$ cat src/rtl/rtc_write_seq.sv
// rtc_write_seq
// Commits a set of BCD time/date fields into an RTC through a simple
// request/acknowledge serial write engine. A commit clears write protect,
// writes every selected field in ascending index order, and (optionally)
// sets write protect again.
//
// Optional feature macro: RTC_WP_RELOCK_EN
//   defined   -> a final write (WP_ADDR, 8'h80) re-arms write protect
//   undefined -> the sequence ends after the last field, protect left cleared
//
// Ports
//   clk        clock, all state changes on the rising edge
//   rst        asynchronous active-low reset
//   start      one-cycle commit request, ignored while busy
//   fieldMask  bit i selects field i for writing
//   fieldData  field i in bits [8i+7:8i]
//   writeDone  serial engine acknowledge for the current request
//   writeEn    write request level, held until acknowledged
//   writeAddr  register address of the current request
//   writeData  register data of the current request
//   busy       high from accepted start until the sequence ends
//   done       one-cycle pulse on successful completion
//   err        one-cycle pulse when a request times out
//   curField   field index being written, NUM_FIELDS otherwise
module rtc_write_seq #(
  parameter int         NUM_FIELDS  = 7,
  parameter logic [7:0] BASE_ADDR   = 8'h80,
  parameter logic [7:0] WP_ADDR     = 8'h8E,
  parameter int         TIMEOUT_CYC = 1000000
) (
  input  logic                            clk,
  input  logic                            rst,
  input  logic                            start,
  input  logic [NUM_FIELDS-1:0]           fieldMask,
  input  logic [8*NUM_FIELDS-1:0]         fieldData,
  input  logic                            writeDone,
  output logic                            writeEn,
  output logic [7:0]                      writeAddr,
  output logic [7:0]                      writeData,
  output logic                            busy,
  output logic                            done,
  output logic                            err,
  output logic [$clog2(NUM_FIELDS+1)-1:0] curField
);

  localparam int IW = $clog2(NUM_FIELDS + 1);
  localparam int CW = (TIMEOUT_CYC > 1) ? $clog2(TIMEOUT_CYC) : 1;
  localparam logic [CW-1:0] T_LAST   = CW'(TIMEOUT_CYC - 1);
  localparam logic [IW-1:0] IDX_NONE = IW'(NUM_FIELDS);

  localparam logic [2:0] S_IDLE   = 3'd0;
  localparam logic [2:0] S_UNLOCK = 3'd1;
  localparam logic [2:0] S_SCAN   = 3'd2;
  localparam logic [2:0] S_FIELD  = 3'd3;
  localparam logic [2:0] S_RELOCK = 3'd4;
  localparam logic [2:0] S_FINISH = 3'd5;

  logic [2:0]              state;
  logic [IW-1:0]           scanIdx;
  logic [NUM_FIELDS-1:0]   maskSnap;
  logic [8*NUM_FIELDS-1:0] dataSnap;
  logic [CW-1:0]           toCnt;

  // Sequencer. Every request is launched on the edge that enters its state
  // (UNLOCK, FIELD, RELOCK), so writeEn is high for the whole time the FSM
  // sits in one of those states and address/data never move in between.
  // Each request is always followed by a SCAN or FINISH cycle, which gives
  // the mandatory idle cycle between back-to-back writes.
  always_ff @(posedge clk or negedge rst) begin
    if (!rst) begin
      state     <= S_IDLE;
      scanIdx   <= '0;
      maskSnap  <= '0;
      dataSnap  <= '0;
      toCnt     <= '0;
      writeEn   <= 1'b0;
      writeAddr <= 8'h00;
      writeData <= 8'h00;
      busy      <= 1'b0;
      done      <= 1'b0;
      err       <= 1'b0;
      curField  <= IDX_NONE;
    end else begin
      done <= 1'b0;
      err  <= 1'b0;
      case (state)
        S_IDLE: begin
          if (start) begin
            maskSnap <= fieldMask;
            dataSnap <= fieldData;
            scanIdx  <= '0;
            busy     <= 1'b1;
            if (fieldMask == '0) begin
              state <= S_FINISH;
            end else begin
              state     <= S_UNLOCK;
              writeEn   <= 1'b1;
              writeAddr <= WP_ADDR;
              writeData <= 8'h00;
              toCnt     <= '0;
            end
          end
        end

        // The three request states share acknowledge and timeout handling;
        // only the follow-on state differs.
        S_UNLOCK, S_FIELD, S_RELOCK: begin
          if (writeDone) begin
            writeEn  <= 1'b0;
            curField <= IDX_NONE;
            if (state == S_FIELD) begin
              scanIdx <= scanIdx + IW'(1);
              state   <= S_SCAN;
            end else if (state == S_UNLOCK) begin
              state <= S_SCAN;
            end else begin
              state <= S_FINISH;
            end
          end else if (toCnt == T_LAST) begin
            // Abort: write protect is deliberately not restored because the
            // engine is evidently not responding.
            writeEn  <= 1'b0;
            err      <= 1'b1;
            busy     <= 1'b0;
            curField <= IDX_NONE;
            state    <= S_IDLE;
          end else begin
            toCnt <= toCnt + CW'(1);
          end
        end

        S_SCAN: begin
          if (scanIdx >= IDX_NONE) begin
`ifdef RTC_WP_RELOCK_EN
            state     <= S_RELOCK;
            writeEn   <= 1'b1;
            writeAddr <= WP_ADDR;
            writeData <= 8'h80;
            toCnt     <= '0;
`else
            state <= S_FINISH;
`endif
          end else if (maskSnap[scanIdx]) begin
            state     <= S_FIELD;
            writeEn   <= 1'b1;
            writeAddr <= 8'(BASE_ADDR + 2 * scanIdx);
            writeData <= dataSnap[8*scanIdx +: 8];
            curField  <= scanIdx;
            toCnt     <= '0;
          end else begin
            scanIdx <= scanIdx + IW'(1);
          end
        end

        S_FINISH: begin
          done  <= 1'b1;
          busy  <= 1'b0;
          state <= S_IDLE;
        end

        default: begin
          state <= S_IDLE;
        end
      endcase
    end
  end

endmodule

$ cat config.mk
export PLATFORM = sky130hd
export DESIGN_NAME = rtc_write_seq
export DESIGN_NICKNAME = d
export VERILOG_FILES = /design/src/rtl/rtc_write_seq.sv
export SDC_FILE = /design/constraint.sdc
export NUM_CORES = 1
export LEC_CHECK = 0
export CAP_MARGIN = 15
export CORE_ASPECT_RATIO = 0.9
export CORE_MARGIN = 2
export CORE_UTILIZATION = 50
export CTS_BUF_LIST = sky130_fd_sc_hd__clkbuf_2
export CTS_CLUSTER_DIAMETER = 30
export DETAILED_ROUTE_END_ITERATION = 16
export PLACE_DENSITY = 0.79
export SLEW_MARGIN = 20
export SYNTH_ARGS = -nofsm -noshare
export SYNTH_HDL_FRONTEND = slang
export SYNTH_SLANG_ARGS = --single-unit
$ cat constraint.sdc
create_clock -name clk -period 2 [get_ports clk]
set_clock_uncertainty 0.1 [all_clocks]
set_input_delay 0.4 -clock clk [delete_from_list [all_inputs] [get_ports clk]]
set_output_delay 0.4 -clock clk [all_outputs]
set_load 0.02 [all_outputs]
---- Word-level counts from Yosys, hierarchy flattened ----
Cells that the tools add are included.
storage, ports and cells
  logic and storage cells ................. 104
  output and inout bits ................... 23
  bits in registers ....................... 112
  input port bits ......................... 67
cells by class
  multiplexer cells ....................... 53
  reduce and logical (&&, ||, !) cells .... 15
  shift-type cells ........................ 1
  equality and inequality tests ........... 18
  magnitude comparators ................... 2
  add/sub/neg operators ................... 3
operators with widths
  cell                                                         number
  2-to-1 mux 20 bit                                            6
  2-to-1 mux 8 bit                                             8
  case mux 20 bit (3 select lines)                             1
  variable part select 56 x 7 -> 8 bit                         1
  2-to-1 mux 3 bit                                             17
  case mux 8 bit (2 select lines)                              2
  adder 20 x 1 -> 20 bit (second input constant)               1
  equality test 20 bit (second input constant)                 1
  inequality test 2 bit (second input constant)                10
  case mux 3 bit (3 select lines)                              2
  2-to-1 mux 1 bit                                             13
  AND reduction 6 bit                                          2
  adder 8 x 4 -> 8 bit (first input constant)                  1
  AND reduction 4 bit                                          2
  logical NOT 7 bit                                            1
  AND reduction 7 bit                                          1
  equality test 3 x 2 -> 1 bit (second input constant)         2
  equality test 3 bit (second input constant)                  2
  inequality test 3 bit (second input constant)                2
  case mux 1 bit (3 select lines)                              2
  case mux 3 bit (2 select lines)                              1
  nonzero test 3 bit                                           2
  AND reduction 5 bit                                          1
  less-than comparator 3 x 4 -> 1 bit (second input constant)  1
  9 further kinds                                              10

---- Logic depth before layout (Yosys ltp) ----
  word-level depth ........................ 5
  gate-level depth with buffers ........... 8
  gate-level depth less buffers ........... 7

---- Worst setup path before layout ----
No wires, ideal clock.
  path kind ............................... flip-flop to flip-flop
  from .................................... register scanIdx[0]
  to ...................................... register state[0]
  data arrival time ....................... 1957 ps
  setup slack ............................. -185 ps
  cell stages (with the launch flop) ...... 7
  data required time ...................... 1772 ps
  setup time .............................. 128 ps
  path buffers ............................ 1
  period minus slack after synthesis ...... 2185 ps
  cells stage by stage .................... dfrtp_1 buf_6 mux2_1 mux4_2 nor2_1 a221o_1 mux2_1
on the way
  word-level cells in the longest chain between the ends .. 4
  elaborated cells on any way between the ends .. 7
  classes of those cells .................. 1 x order compare; 1 x eq/ne; 4 x mux; 1 x reduce/logical
RTL lines
  item                                    line  RTL
  from (decl)                             59    logic [IW-1:0] scanIdx;
  from (signal assigned)                  112   scanIdx <= scanIdx + IW'(1);
  from (signal assigned)                  151   scanIdx <= scanIdx + IW'(1);
  binary-select mux 1 bit (select 3 bit)  143   end else if (maskSnap[scanIdx]) begin
  2-to-1 mux 1 bit (not written as such)  143
  inequality test 3 bit (no source line)  -
  AND reduction 3 bit (no source line)    -
  to (signal assigned)                    141   state <= S_FINISH;
  to (signal assigned)                    144   state <= S_FIELD;
  to (signal assigned)                    158   state <= S_IDLE;
  to (decl)                               58    logic [2:0] state;
Several ways; a longest one is shown, not always the timed one. The select of a mux whose other input is x is not followed.
A chain may end at the register's enable or synchronous reset.

---- Final worst setup path ----
  from .................................... register scanIdx[0]
  to ...................................... register toCnt[6]
on the way
  word-level cells in the longest chain between the ends .. 4
  elaborated cells on any way between the ends .. 6
  classes of those cells .................. 1 x order compare; 2 x eq/ne; 2 x mux; 1 x reduce/logical
RTL lines
  item                                      line  RTL
  binary-select mux 1 bit (select 3 bit)    143
  2-to-1 mux 1 bit (not written as such)    143
  inequality test 2 bit (no source line)    -
  AND reduction 7 bit (no source line) (*)  -
  to (signal assigned)                      128   toCnt <= toCnt + CW'(1);
  to (decl)                                 62    logic [CW-1:0] toCnt;
Mark *: on every way between the ends. The rest lies on a longest branch, timed or not. The select of a mux whose other input is x is not followed.

==> summary.md <==
| Metric | Value |
|---|---|
| Run status | `complete, but fails checks` |
| Violated checks | `setup timing` |
| Growth of design area from synthesis to finish | `41.4%` |
| Cell taking the most area after synthesis | `sky130_fd_sc_hd__dfrtp_1` |
| Die span in x | `112 um` |
| Layout cells sized above 1 | `40.1%` |
| Total clock sinks | `108` |
| Vias | `4,386` |
| Crit start category | `register` |
| Worst slew margin | `58.5%` |
| Post-Synthesis Cell Area | `0.00523 mm^2` |
| Die span in y | `101 um` |
| Largest driver fanout on the critical path | `8` |
| IO Pins | `90` |
| Detailed router's first-iteration violation count | `312` |
| Combined global-route utilization of all metal layers | `26.5%` |
| Number of flip-flops and latches in the synthesized netlist | `108` |
| Final cycle utilization of the critical path | `116%` |
| Yosys warnings | `0` |
| Combinational Power Share | `57.7%` |
| Sum of net half-perimeters after detailed placement | `9.53 mm` |
| Switching share of power | `39.0%` |
| Critical path class | `reg2reg` |
| Power per cell area | `1460 mW/mm^2` |
| Number of max-capacitance violations reported | `0` |
| Wire length of the first global-routing pass | `23.1 mm` |
| Drt total wl | `14.5 mm` |
| Number of antenna violations at the first check in global routing | `0` |
| Post-route cell area | `0.00740 mm^2` |
| Deepest level of the CTS H-tree | `3` |
| Internal power | `6.60 mW` |
| Highest clock frequency the design can meet | `430 MHz` |
| Worst endpoint required time | `2460 ps` |
| Setup ws final | `-325 ps` |
| Worst flop-to-flop path endpoint | `toCnt[6]` |
| Global-route congestion overflow total | `0` |
| Part of the Yosys area used for sequential elements | `51.7%` |
| Syn Inst Count | `431` |
| Main synth FF type | `sky130_fd_sc_hd__dfrtp_1` |
| End of the critical path | `toCnt[6]` |
| Largest net degree at the start of global routing | `33` |
| Core Area | `0.0102 mm^2` |
| Type of the tightest min-delay check | `in2async` |
| Capturing element type of the critical path | `register` |
| Leakage dissipation | `3.18 nW` |
| Number of diodes | `0` |
| Clock network power share | `8.2%` |
| Arrival @ worst endpoint | `2790 ps` |
| Min Tclk post-route | `2330 ps` |
| Most frequently used cell type in the post-synthesis netlist | `sky130_fd_sc_hd__dfrtp_1` |
| Reg2Reg Setup Slack | `-330 ps` |
| Number of buffers inserted by port buffering | `85` |
| Number of nets in the layout | `654` |
| Total CTS buffers | `9` |
| Clock root buffer | `sky130_fd_sc_hd__clkbuf_2` |
| Main area contributors after synthesis | `sky130_fd_sc_hd__dfrtp_1 (50%), sky130_fd_sc_hd__mux2_2 (15%), sky130_fd_sc_hd__mux4_2 (3.9%)` |
| Initial standard-cell utilization of the core | `51.3%` |
| Total setup violations reported at the end of the flow | `42` |
| Critical R2R Launch | `scanIdx[0]` |
| Most frequent cells after synthesis | `sky130_fd_sc_hd__dfrtp_1 (105), sky130_fd_sc_hd__mux2_2 (71), sky130_fd_sc_hd__nand2_1 (28)` |
| Mean cell area of the mapped netlist | `12.1 um^2` |
| Hold slack final | `65.4 ps` |
| Site Rows | `35` |
| Register Area | `0.00271 mm^2` |
| Hold violation count in the final report | `0` |
| Maximum vdd drop | `0.856 mV` |
| Area of combinational cells with multiple inputs | `0.00275 mm^2` |
| Post-synth EDFFs | `0` |
| Number of remaining DRC errors | `0` |
| Number of routed nets with antenna violations | `0` |
| Maximum root-to-sink buffer count | `2` |
| Drt pass-1 iters | `5` |
| Placement-stage cell area | `0.00670 mm^2` |
| Area of the die | `0.0113 mm^2` |
| Weighted congestion reported at the end of routability-driven placement | `0.887` |
| Vias in the first global route | `4,521` |
| Final Slew Violations | `0` |
| Share of flip-flops with an asynchronous set or reset | `100%` |
| Reg clk slew, reported paths | `290 ps` |
| Total power of the final layout | `10.8 mW` |
| Critical Path Start | `scanIdx[0]` |
| Clock tree from TritonCTS | `built` |
| Number of vias per cell | `6.11` |
| RSZ-0062 raised after global routing | `yes` |
| Number of cell instances on the worst register-to-register path | `6` |
| Sw Pwr | `4.21 mW` |
| Area fraction of the dominant cell type after synthesis | `50.2%` |
| Slew of the pin with the lowest slew margin | `623 ps` |
| Layout filler cell count | `701` |
| Average wire length per cell after detail routing | `20.2 um` |
| Fraction of power consumed by sequential logic | `34.0%` |
| Insertion delay to the later sink of the worst-skew pair | `600 ps` |
| Netlist cell types | `58` |
[metrics by stage]
| stage | utilization [%] | setup slack, ps | setup TNS (ps) | cells |
|---|---|---|---|---|
| after floorplan | - | -153 | -1820 | 434 |
| after global placement | 65.7 | -367 | -27420 | 685 |
| after global routing | 72.5 | -347 | -12060 | 718 |
| after detailed placement | 65.7 | -446 | -28220 | 685 |
| after CTS | 70.4 | -251 | -9070 | 714 |
| final | 72.5 | -325 | -10830 | 718 |
[cell families after synthesis]
group	share of synthesized area, %
flops	51.7
simple gates	10.2
compound gates	13.1
mux	20.8
buf+inv	3.37
fa+ha+maj	0.717
other cells	0.0717
[layout by cell type, fill, tap and decap left out, types with 8 or more instances in the layout]
| cell type | count |
|---|---|
| sky130_fd_sc_hd__clkdlybuf4s50_1 | 65 |
| sky130_fd_sc_hd__clkbuf_2 | 9 |
| sky130_fd_sc_hd__dlygate4sd2_1 | 12 |
| sky130_fd_sc_hd__nand2_1 | 28 |
| sky130_fd_sc_hd__nor2_1 | 17 |
| sky130_fd_sc_hd__dfrtp_1 | 104 |
| sky130_fd_sc_hd__buf_6 | 12 |
| sky130_fd_sc_hd__mux4_2 | 9 |
| sky130_fd_sc_hd__nand3_1 | 9 |
| sky130_fd_sc_hd__a221oi_1 | 8 |
| sky130_fd_sc_hd__a21oi_1 | 8 |
| sky130_fd_sc_hd__buf_4 | 61 |
| sky130_fd_sc_hd__mux2_4 | 19 |
| sky130_fd_sc_hd__a31oi_1 | 8 |
| sky130_fd_sc_hd__mux2_2 | 55 |
[layer usage]
metal  vias up  part of all wire, %  GRT usage (%)
met3        26                  7.2           6.98
met1      2232                   41           34.1
met4         0                  2.2           8.93
met2       196                   50           44.1
li1       1932                    -              -
met5         -                    0              0
[power groups by stage]
stage | combinational, mW | sequential (mW) | clock (mW)
floorplan | 3.09 | 3.71 | 0
global placement | 4.77 | 3.64 | 0
detailed placement | 4.95 | 3.70 | 0
CTS | 5.70 | 3.66 | 0.898
global route | 6.61 | 3.79 | 0.985
finish | 6.24 | 3.68 | 0.888
[sequential cells by signal, summed over array words and instances (netlist names)]
name,count
err,1
writeEn,1
writeData,8
state,3
maskSnap,7
toCnt,20
curField,3
writeAddr,4
done,1
busy,1
dataSnap,56
scanIdx,3
[what timing repair did]
item,4_1_cts,5_1_grt
endpoints found under the setup margin,101,95
hold buffers,1,0
hold endpoints to repair,107,0
resized for setup,82,26
buffers inserted,8,3
pin swaps,21,7
cloned,4,1
[layout make-up]
class | instances | share of cell area, %
multi-input combinational | 290 | 37.2
sequential | 108 | 36.6
timing repair buffer | 169 | 22.6
tap | 129 | 2.18
clock buffer | 9 | 0.609
clock inverter | 7 | 0.575
inverter | 6 | 0.304
[worst max-delay path, stage by stage (launching register included)]
cell and delay, ps:
sky130_fd_sc_hd__dfrtp_2 550, sky130_fd_sc_hd__mux2_4 320, sky130_fd_sc_hd__mux4_2 580, sky130_fd_sc_hd__buf_6 160, sky130_fd_sc_hd__o32a_4 250, sky130_fd_sc_hd__buf_6 160, sky130_fd_sc_hd__a31oi_4 140
[worst min-delay path by stage]
stage          start           to  slack (ps)  depth (start not counted)
2_1_floorplan    rst         busy           4                          0
3_3_place_gp     rst  maskSnap[2]         220                          1
3_5_place_dp     rst  maskSnap[2]         220                          1
4_1_cts          rst    toCnt[12]          40                          2
5_1_grt          rst    toCnt[12]          40                          2
6_report         rst    toCnt[12]          70                          2
Power figures use the tool's default switching activity.
==> RTL edit (same flow settings) <==
Set the parameter `NUM_FIELDS` to 6 (it was 7).
--- a/src/rtl/rtc_write_seq.sv
+++ b/src/rtl/rtc_write_seq.sv
@@ -23,7 +23,7 @@
 //   err        one-cycle pulse when a request times out
 //   curField   field index being written, NUM_FIELDS otherwise
 module rtc_write_seq #(
-  parameter int         NUM_FIELDS  = 7,
+  parameter int         NUM_FIELDS  = 6,
   parameter logic [7:0] BASE_ADDR   = 8'h80,
   parameter logic [7:0] WP_ADDR     = 8'h8E,
   parameter int         TIMEOUT_CYC = 1000000
Interface: changed (resized fieldData and fieldMask); port bits go from 90 to 81. No check against the original RTL was run, so the function may have changed too.
==> RTL edit against the original RTL <==
- the run still ends with setup timing left
- critical path type unchanged
- wire length is 12% lower
- first-iteration DRC count is 39% lower
- non-clock buffer count decreased by 20
- power decreased by 11%
- utilization fell by 1.8 points
- setup slack gained 20 ps
- synthesized area decreased by 6.7%
- cell area shrank 8.5%
- sequential cell count down 9
- combinational power fell by 18%
==> RTL edit: results (changes against the original RTL) <==
| Metric | Value |
|---|---|
| Netlist cell types | 59 (+1.7%) |
| Largest registers | dataSnap: 48 flops, toCnt: 20 flops, writeData: 8 flops |
| Pre-CTS setup slack | -320.0 ps (+126.2 ps) |
| Top fanout value on the critical path | 4 (-4) |
| Combinational share of power | 53.2% (-4.5 points) |
| IR drop worst, VDD | 0.7125 mV (-17%) |
| Part of the Yosys area used for sequential elements | 50.78% (-0.94 points) |
| Non-clock buffers, area share | 20.34% (-2.2 points) |
| Maximum number of pins on one net before global-route repair | 48 (+45%) |
| Violations in the final reports | setup timing |
| Ratio of cells with drive above 1 in the final layout | 37.43% (-2.6 points) |
| Number of DRC markers after the initial detailed-route iteration | 191 (-39%) |
| All-layer global routing usage | 24.91% (-1.6 points) |
| Outcome | complete, but fails checks |
| Part of the power in registers | 33.3% (-0.7 points) |
| Instance count after placement with tap cells included | 665 (-2.9%) |
| Vias in the first global route | 4,253 (-5.9%) |
| Global-route wire length before repair | 20,670 um (-11%) |
| WL per Instance | 18.45 um (-8.8%) |
| Detailed placement HPWL | 8508 um (-11%) |
| Minimum setup slack in the final design | -304.9 ps (+20.45 ps) |
| P_leak | 3.018 nW (-5.2%) |
| Arithmetic-cell share of the synthesized area counting full adders, half adders and majority gates | 0.7686% (+0.051 points) |
| Number of failing setup endpoints in the final timing report | 36 (-14%) |
| Final weighted congestion in routability-driven placement | 0.8930 (+0.67%) |
| Kind of cell with the highest combined delay on the critical path | compound AO/OA/AOI/OAI gates |
| Inverters | 20 (+14) |
| Fraction of area in multi-input gates | 36.92% (-0.28 points) |
| Worst hold margin | 107.3 ps (+41.84 ps) |
## RTL edit: cell count changes in the layout (fill, tap and decap cells not counted), moves of 8 or more
cell and delta:
sky130_fd_sc_hd__inv_1 +15, sky130_fd_sc_hd__clkdlybuf4s50_1 -9, sky130_fd_sc_hd__o22ai_1 +11, sky130_fd_sc_hd__nand2_1 -12, sky130_fd_sc_hd__a221oi_1 -8, sky130_fd_sc_hd__buf_6 -9
sky130_fd_sc_hd__dfrtp_1 -10
## RTL edit: metal layers
| layer | track usage (%) | wire (um) | up-vias | part of all wire (%) |
|---|---|---|---|---|
| met5 | 0 | 0 | - | 0 |
| met4 | 7.988 | 206 | 0 | 1.6 |
| met3 | 6.075 | 712 | 22 | 5.6 |
| met2 | 41.46 | 6569 | 150 | 51 |
| met1 | 32.16 | 5334 | 2075 | 42 |
| li1 | - | - | 1853 | - |
## RTL edit: kinds of logic after synthesis
group,Yosys count
simple gates,100
flops,99
compound gates,89
mux,86
buf+inv,45
fa+ha+maj,3
other cells,1
